$ cat src/rtl/pipeline_hazard_unit_pkg.sv
// Shared types and constants for the hazard/forwarding controller.
// Latency: n/a (types only). Backpressure: n/a.
package pipeline_hazard_pkg;

    localparam int PL_EX  = 1;
    localparam int PL_MEM = 2;
    localparam int PL_WB  = 3;

    // Entries store rd at a fixed maximum width so one struct serves every ADDR_WIDTH.
    localparam int MAX_ADDR_WIDTH = 8;

    typedef struct packed {
        logic                      valid;
        logic [MAX_ADDR_WIDTH-1:0] rd;
        logic                      write;
        logic                      is_load;
    } hazard_entry_t;

    function automatic int sel_width(input int depth);
        return $clog2(depth + 1);
    endfunction

endpackage

$ cat src/rtl/pipeline_hazard_unit_if.sv
// ID-stage register fields in, stall and EX-stage forward selects out.
// Latency: stall combinational, ex_* registered. Backpressure: stall holds IF/ID upstream.
interface pipeline_hazard_unit_if #(
    parameter int READ_PORTS = 2,
    parameter int ADDR_WIDTH = 5,
    parameter int SEL_W      = 2
);
    logic                             hold;
    logic                             flush;
    logic                             id_valid;
    logic [READ_PORTS*ADDR_WIDTH-1:0] id_rs_addr;
    logic [ADDR_WIDTH-1:0]            id_rd_addr;
    logic                             id_rd_write;
    logic                             id_is_load;
    logic                             stall;
    logic                             ex_valid;
    logic [READ_PORTS*SEL_W-1:0]      ex_fwd_sel;

    modport master (
        output hold, flush, id_valid, id_rs_addr, id_rd_addr, id_rd_write, id_is_load,
        input  stall, ex_valid, ex_fwd_sel
    );

    modport slave (
        input  hold, flush, id_valid, id_rs_addr, id_rd_addr, id_rd_write, id_is_load,
        output stall, ex_valid, ex_fwd_sel
    );

endinterface

$ cat src/rtl/pipeline_hazard_unit_match.sv
// Priority search of in-flight entries for one source operand; youngest producer wins.
// Latency: purely combinational. Backpressure: none.
module hazard_match
    import pipeline_hazard_pkg::*;
#(
    parameter int DEPTH      = 3,
    parameter int ADDR_WIDTH = 5,
    parameter int SEL_W      = 2
) (
    input  hazard_entry_t          entries [1:DEPTH],
    input  logic [ADDR_WIDTH-1:0]  rs_addr,
    output logic                   hit,
    output logic [SEL_W-1:0]       k,
    output logic                   is_load
);

    logic [MAX_ADDR_WIDTH-1:0] rs_ext;
    assign rs_ext = MAX_ADDR_WIDTH'(rs_addr);

    // Scan oldest to youngest so the lowest matching index overrides the rest.
    always_comb begin
        hit     = 1'b0;
        k       = '0;
        is_load = 1'b0;
        for (int i = DEPTH; i >= 1; i--) begin
            if (entries[i].valid && entries[i].write &&
                entries[i].rd == rs_ext && rs_ext != '0) begin
                hit     = 1'b1;
                k       = SEL_W'(i);
                is_load = entries[i].is_load;
            end
        end
    end

endmodule

$ cat src/rtl/pipeline_hazard_unit.sv
// Tracks in-flight destinations, raises load-use stall and registers EX forward selects.
// Latency: stall 0 cycles (comb), ex_valid/ex_fwd_sel 1 cycle. Backpressure: hold freezes all state.
module pipeline_hazard_unit
    import pipeline_hazard_pkg::*;
#(
    parameter int READ_PORTS = 2,
    parameter int DEPTH      = 3,
    parameter int ADDR_WIDTH = 5,
    parameter int LOAD_READY = 2,
    parameter int SEL_W      = sel_width(DEPTH)
) (
    input  logic                    clock,
    input  logic                    reset,
    pipeline_hazard_unit_if.slave   bus
);

    if (ADDR_WIDTH > MAX_ADDR_WIDTH) begin : g_bad_addr
        $error("ADDR_WIDTH exceeds MAX_ADDR_WIDTH");
    end
    if (LOAD_READY < 1 || LOAD_READY > DEPTH) begin : g_bad_ready
        $error("LOAD_READY must lie in 1..DEPTH");
    end

    hazard_entry_t               entries [1:DEPTH];
    hazard_entry_t               entry_in;
    logic [READ_PORTS-1:0]       hit;
    logic [READ_PORTS-1:0]       hit_load;
    logic [READ_PORTS-1:0]       load_use;
    logic [SEL_W-1:0]            hit_k [READ_PORTS];
    logic [READ_PORTS*SEL_W-1:0] fwd_sel_next;
    logic                        ex_valid_q;
    logic [READ_PORTS*SEL_W-1:0] ex_fwd_sel_q;
    logic                        stall;

    for (genvar p = 0; p < READ_PORTS; p++) begin : g_port
        hazard_match #(
            .DEPTH      (DEPTH),
            .ADDR_WIDTH (ADDR_WIDTH),
            .SEL_W      (SEL_W)
        ) u_match (
            .entries (entries),
            .rs_addr (bus.id_rs_addr[p*ADDR_WIDTH +: ADDR_WIDTH]),
            .hit     (hit[p]),
            .k       (hit_k[p]),
            .is_load (hit_load[p])
        );

        assign load_use[p] = hit[p] & hit_load[p] & (int'(hit_k[p]) < LOAD_READY);
    end

    assign stall = bus.id_valid & ~bus.flush & (|load_use);

    // Producer at stage k will sit one stage further on when the consumer reaches EX.
    // A producer leaving WB has already written the regfile, so it needs no bypass.
    always_comb begin
        fwd_sel_next = '0;
        for (int p = 0; p < READ_PORTS; p++) begin
            if (hit[p] && (int'(hit_k[p]) + 1 <= DEPTH)) begin
                fwd_sel_next[p*SEL_W +: SEL_W] = SEL_W'(int'(hit_k[p]) + 1);
            end
        end
    end

    always_comb begin
        entry_in = '0;
        if (!bus.flush && !stall) begin
            entry_in.valid   = bus.id_valid;
            entry_in.rd      = MAX_ADDR_WIDTH'(bus.id_rd_addr);
            entry_in.write   = bus.id_rd_write & bus.id_valid;
            entry_in.is_load = bus.id_is_load;
        end
    end

    always_ff @(posedge clock or posedge reset) begin
        if (reset) begin
            for (int i = 1; i <= DEPTH; i++) begin
                entries[i] <= '0;
            end
            ex_valid_q   <= 1'b0;
            ex_fwd_sel_q <= '0;
        end else if (!bus.hold) begin
            for (int i = DEPTH; i >= 2; i--) begin
                entries[i] <= entries[i-1];
            end
            entries[1] <= entry_in;
            if (bus.flush || stall) begin
                ex_valid_q   <= 1'b0;
                ex_fwd_sel_q <= '0;
            end else begin
                ex_valid_q   <= bus.id_valid;
                ex_fwd_sel_q <= fwd_sel_next;
            end
        end
    end

    assign bus.stall      = stall;
    assign bus.ex_valid   = ex_valid_q;
    assign bus.ex_fwd_sel = ex_fwd_sel_q;

endmodule

$ cat src/flat_wrapper.sv
// flat-port wrapper written by rule: the top's interface ports become plain ports
module pipeline_hazard_unit_flat import pipeline_hazard_pkg::*;
#(
    parameter int READ_PORTS = 2,
    parameter int DEPTH      = 3,
    parameter int ADDR_WIDTH = 5,
    parameter int LOAD_READY = 2,
    parameter int SEL_W      = sel_width(DEPTH)
)
  (clock, reset, bus_hold, bus_flush, bus_id_valid, bus_id_rs_addr, bus_id_rd_addr, bus_id_rd_write, bus_id_is_load, bus_stall, bus_ex_valid, bus_ex_fwd_sel);
  pipeline_hazard_unit_if #(.READ_PORTS(READ_PORTS), .ADDR_WIDTH(ADDR_WIDTH), .SEL_W(SEL_W)) bus_i ();
  input  logic clock;
  input  logic reset;
  input wire logic [$bits(bus_i.hold)-1:0] bus_hold;
  input wire logic [$bits(bus_i.flush)-1:0] bus_flush;
  input wire logic [$bits(bus_i.id_valid)-1:0] bus_id_valid;
  input wire logic [$bits(bus_i.id_rs_addr)-1:0] bus_id_rs_addr;
  input wire logic [$bits(bus_i.id_rd_addr)-1:0] bus_id_rd_addr;
  input wire logic [$bits(bus_i.id_rd_write)-1:0] bus_id_rd_write;
  input wire logic [$bits(bus_i.id_is_load)-1:0] bus_id_is_load;
  output wire logic [$bits(bus_i.stall)-1:0] bus_stall;
  output wire logic [$bits(bus_i.ex_valid)-1:0] bus_ex_valid;
  output wire logic [$bits(bus_i.ex_fwd_sel)-1:0] bus_ex_fwd_sel;
  assign bus_i.hold = bus_hold;
  assign bus_i.flush = bus_flush;
  assign bus_i.id_valid = bus_id_valid;
  assign bus_i.id_rs_addr = bus_id_rs_addr;
  assign bus_i.id_rd_addr = bus_id_rd_addr;
  assign bus_i.id_rd_write = bus_id_rd_write;
  assign bus_i.id_is_load = bus_id_is_load;
  assign bus_stall = bus_i.stall;
  assign bus_ex_valid = bus_i.ex_valid;
  assign bus_ex_fwd_sel = bus_i.ex_fwd_sel;
  pipeline_hazard_unit #(.READ_PORTS(READ_PORTS), .DEPTH(DEPTH), .ADDR_WIDTH(ADDR_WIDTH), .LOAD_READY(LOAD_READY), .SEL_W(SEL_W)) u_core (.clock(clock), .reset(reset), .bus(bus_i));
endmodule
$ cat config.mk
export PLATFORM = sky130hd
export DESIGN_NAME = pipeline_hazard_unit_flat
export DESIGN_NICKNAME = d
export VERILOG_FILES = /design/src/rtl/pipeline_hazard_unit_pkg.sv /design/src/rtl/pipeline_hazard_unit_if.sv /design/src/rtl/pipeline_hazard_unit_match.sv /design/src/rtl/pipeline_hazard_unit.sv /design/src/flat_wrapper.sv
export SDC_FILE = /design/constraint.sdc
export NUM_CORES = 1
export LEC_CHECK = 0
export CAP_MARGIN = 20
export CORE_ASPECT_RATIO = 0.6
export CORE_MARGIN = 10
export CORE_UTILIZATION = 51
export CTS_CLUSTER_SIZE = 30
export DETAILED_ROUTE_END_ITERATION = 12
export PLACE_DENSITY = 0.82
export SYNTH_ARGS = -nofsm -noshare
export SYNTH_HDL_FRONTEND = slang
export SYNTH_SLANG_ARGS = --single-unit
$ cat constraint.sdc
create_clock -name clock -period 2.9 [get_ports clock]
set_clock_uncertainty 0.2 [all_clocks]
set_input_delay 0.58 -clock clock [delete_from_list [all_inputs] [get_ports clock]]
set_output_delay 0.58 -clock clock [all_outputs]
set_load 0.02 [all_outputs]
Word level (Yosys, flattened, before mapping)

Cells that the tools add are included.

Add/sub/neg operators: 2
$mul: 0
Divide/modulo/power cells: 0
Magnitude comparators: 4
Eq/ne operators: 6
Shift operators: 0
Multiplexer cells: 23
Bitwise logic cells: 8
Reduce and logical (&&, ||, !) cells: 24

Operator list:

| cell                | number |
|---|---|
| $le 32x3->1 const B | 2 |
| $eq 8x5->1          | 6 |
| $logic_and 1x1->1   | 18 |
| $mux 2              | 8 |
| $reduce_bool 8->1   | 2 |
| $mux 1              | 13 |
| $mux 11             | 1 |
| $and 1x1->1         | 7 |
| $add 2x1->3 const B | 2 |
| $lt 2x2->1 const B  | 2 |
| $mux 4              | 1 |
| $logic_not 1->1     | 2 |
| $reduce_or 2->1     | 1 |
| $logic_or 1x1->1    | 1 |
| $not 1->1           | 1 |

Register bits after elaboration: 38
Bits in latches: 0
Bits in writable memories: 0
Bits in read-only memories: 0
Input port bits: 22
Memories: 0

Logic depth before layout (Yosys ltp)

Word-level depth: 13
Mapped depth: 9
Gate-level depth less buffers: 9

Modules after synthesis

From an unflattened synthesis, not the netlist that was laid out.

Cell total of the unflattened synthesis: 172
Area, all modules: 1855.5 um^2

By module, submodules not included:

| module               | instances | cells an instance | area each (um^2) | sequential area each (um^2) |
|---|---|---|---|---|
| pipeline_hazard_unit | 1         | 96                | 1255.0           | 700.7 |
| hazard_match         | 2         | 38                | 300.3            | 0.0 |

Least setup slack after synthesis

Ideal clock, no wire load.

Path type: input-to-output
Start: input port bus_id_rs_addr[7]
End: output port bus_stall
Arrival time: 1.710 ns
Slack: 0.410 ns
Stages on the path: 5
Cells stage by stage: xor2_1 > nor4_2 > nand3_2 > a21oi_2 > nor2b_1

Word-level cells in the longest chain between the ends: 10

Ends and longest elaborated chain:

| element                                        | line                             | source |
|---|---|---|
| start: declaration                             | flat_wrapper.sv:17               | `input wire logic [$bits(bus_i.id_rs_addr)-1:0] bus_id_rs_addr;` |
| $eq 8x5->1                                     | pipeline_hazard_unit_match.sv:27 | `entries[i].rd == rs_ext && rs_ext != '0) begin` |
| $logic_and 1x1->1                              | pipeline_hazard_unit_match.sv:26 | `if (entries[i].valid && entries[i].write &&` |
| $logic_and 1x1->1                              | pipeline_hazard_unit_match.sv:27 |  |
| $mux 2 or $mux 1 (tied branches) (3 in series) | pipeline_hazard_unit_match.sv:26 |  |
| $lt 2x2->1 or $and 1x1->1 (tied branches)      | pipeline_hazard_unit.sv:48       | `assign load_use[p] = hit[p] & hit_load[p] & (int'(hit_k[p]) < LOAD_READY);` |
| $and 1x1->1 (*)                                | pipeline_hazard_unit.sv:48       |  |
| $reduce_or 2->1 (*)                            | pipeline_hazard_unit.sv:51       | `assign stall = bus.id_valid & ~bus.flush & (\|load_use);` |
| $and 1x1->1 (*)                                | pipeline_hazard_unit.sv:51       |  |
| end: declaration                               | flat_wrapper.sv:21               | `output wire logic [$bits(bus_i.stall)-1:0] bus_stall;` |

Mark *: on every way between the ends. The rest lies on a longest branch, timed or not.

Worst setup path in the final report

Start: input port bus_id_rs_addr[3]
End: register u_core.ex_fwd_sel_q[1] (netlist: u_core.bus.ex_fwd_sel[1])

Word-level cells in the longest chain between the ends: 12

Ends and longest elaborated chain:

| element                                                              | line                       | source |
|---|---|---|
| parallel branches: the longest is 11 deep, another holds $le 32x3->1 | n/a                        |  |
| $mux 4 (*)                                                           | pipeline_hazard_unit.sv:86 | `if (bus.flush \|\| stall) begin` |
| end signal: assignment                                               | pipeline_hazard_unit.sv:91 | `ex_fwd_sel_q <= fwd_sel_next;` |
| end: declaration                                                     | pipeline_hazard_unit.sv:32 | `logic [READ_PORTS*SEL_W-1:0] ex_fwd_sel_q;` |

Every way passes the cells marked *.
A chain may end at the register's enable or synchronous reset.

==> results.toml <==
[layout]
diodes = 0
fin_area_mm2 = 0.002147
nFillCells = 175
final_core_util_pct = 76.27
nets = 214
mostFrequentLayoutCell = "buf_4"
multi_input_area_um2 = 832.0
area_growth_pct = 45.30
drive_above_1_share_pct = 33.33
final_cell_mix = "32 x buf_4, 26 x dfrtp_1, 22 x xor2_1, 17 x clkdlybuf4s50_1, 14 x mux2_2"
seq_area_um2 = 650.6

[timing]
drv_slew = 0
setup_viol = 0
max_freq_mhz = 355.9
final_hold_viol_count = 0
tightest_slew_ps = 373.6
min_period_over_period_pct = 96.89
maxSlewHeadroom_pct = 74.86
whs_ps = 318.8
min_period_ps = 2810

[drt]
drt_pre_antenna_iters = 4
wl_per_cell_um = 18.80
ant_nets = 0
drc = 0
wl_um = 4192
vias = 1221
routed_via_density = 5.475
first_iter_violations = 73

[synthesis]
synth_nets = 153
synth_edf_count = 0
synth-seq-area-share_pct = 44.03
yosys.area.top_type_share_pct = 44.03
ys_warn_count = 0
synth_area_leader_cell = "dfrtp_1"
synthFlopType = "dfrtp_1"
async_flop_share_pct = 100.0
ys_types = 31
synth_cells = 129
yosys-top-cells-area = "dfrtp_1 44%, xor2_1 13%, mux2_2 11%"
synthesis.area_mm2 = 0.001478
avgSynthCellArea_um2 = 11.45
synth_seq_cells = 26

[clocking]
cts_made_buffers = 3
cts_hold_buf = 0
cts_buffer_depth = 2
cts.htree.levels = 1
clk_latency_ps = 270
cts_tree = "done"
clock-sinks = 26
path_clk_slew_ps = 90
cts-root-buf = "clkbuf_8"

[grt]
grt_pass1_vias = 1288
grt.total_usage_pct = 15.10
grt_pass1_wl_um = 6251
antenna_found_initial = 0
grt_overflow = 0
grt_max_degree = 27

[worst_setup_path]
crit_slowest_cell = "clkdlybuf4s50_1"
crit_top_cell = "inv_1"
path_cells = "clkdlybuf4s50_1 -> buf_4 -> xnor2_1 -> nand4_1 -> nor4b_4 -> inv_1 -> a21boi_1 -> ha_1 -> inv_1 -> a311oi_2 -> a22o_1"
arrival_ps = 2830
worstSetupPathType = "in2reg"
crit_family = "buffers and inverters"
critPathCaptureType = "flop"
cp-start-kind = "input pin"
required_ps = 2920
cp_max_fo = 3
crit_path_max_incr_delay_ps = 520
path_buf_inv = 4

[power_and_ir_drop]
powerDensity_mw_per_mm2 = 430.9
ir_drop_mv = 0.2609
p_leak_nw = 1.042
power_mw = 0.9251

[outcome]
outcome = "completed"

[job]
maxCapViolations = 0

[placed_design]
hpwlAfterDp_um = 2993
post_dp_cell_area_mm2 = 0.001933
gp_congestion = 0.9679
port_buffers = 27

[floorplan]
die_y_um = 61.70
num_rows = 15
core_mm2 = 0.002815
ios = 28
fp.dieW_um = 89.49
initial_core_util_pct = 52.49
fp.dieArea_mm2 = 0.005521

[hold_path]
min_path_type = "reg2reg"
power by group:
part           internal, mW  total [mW]  switching (mW)
combinational         0.104       0.193          0.0886
clock                 0.185       0.302           0.117
sequential            0.394       0.430          0.0363
total                 0.683       0.925           0.242
layer usage:
metal / vias up / GRT usage, % / wire length (µm)
li1: 579 / - / -
met1: 594 / 18.70 / 1885
met2: 38 / 24.92 / 1969
met3: 10 / 5.078 / 246
met4: 0 / 3.829 / 89
met5: - / 0 / 0
synthesized netlist by cell type, types with 2 or more instances:
| library cell | n |
|---|---|
| dfrtp_1 | 26 |
| xor2_1 | 22 |
| mux2_2 | 14 |
| a22o_1 | 10 |
| xnor2_1 | 8 |
| nand2_1 | 7 |
| nor2_1 | 6 |
| inv_1 | 3 |
| nor4_1 | 3 |
| a32o_1 | 2 |
| clkbuf_1 | 2 |
| ha_1 | 2 |
| nand3_1 | 2 |
| nor2b_1 | 2 |
| nor3_1 | 2 |
| nor4_2 | 2 |
| o21ai_0 | 2 |
through the flow:
stage,setup slack (ps),setup TNS (ps),cells
2_1_floorplan,410.1,0,129
3_3_place_gp,-524.8,-775.0,208
3_5_place_dp,-618.2,-997.8,208
4_1_cts,17.04,0,220
5_1_grt,-29.45,-29.45,223
6_report,90.22,0,223
logic make-up (layout without fill, tap and decap cells):
kind of cell / after synthesis / in the layout / share of synthesized area (%)
mux: 14 / 14 / 10.67
simple gates: 31 / 31 / 13.12
buf+inv: 7 / 67 / 2.286
xor+xnor: 30 / 30 / 17.78
flops: 26 / 26 / 44.03
compound gates: 19 / 19 / 10.42
fa+ha+maj: 2 / 2 / 1.693
flip-flops by register name, summed over array words and instances, names as in the netlist:
| name | flops |
|---|---|
| u_core.bus.ex_fwd_sel | 4 |
| u_core.bus.ex_valid | 1 |
| u_core.entries | 21 |
final timing paths:
path / start / to / slack [ps] / cells after the start
worst max-delay path: bus_id_rs_addr[3] / u_core.bus.ex_fwd_sel[1] / 90 / 11
max in group asynchronous: reset / u_core.entries[14] / 1800 / 3
worst max register to register: u_core.entries[25] / u_core.entries[23] / 220 / 13
worst min-delay path: u_core.bus.ex_fwd_sel[1] / u_core.bus.ex_fwd_sel[1] / 320 / 1
worst min register to register: u_core.bus.ex_fwd_sel[1] / u_core.bus.ex_fwd_sel[1] / 320 / 1
min in group asynchronous: reset / u_core.entries[6] / 440 / 3
repair_timing:
action | in CTS | in global routing
gates resized for setup | 9 | 13
setup endpoints to repair | 1 | 13
setup buffers | 8 | 4
hold endpoints to repair | 0 | 0
pin swaps | 5 | 8
cloned | 0 | 0
final cells by class:
class                      instances  area share, %
clock buffer                       3          1.923
clock inverter                     1          1.399
inverter                           3         0.5245
multi-input combinational         96          38.75
sequential                        26          30.30
tap                               34          1.981
timing repair buffer              60          25.12
(Power assumes the default switching activity.)
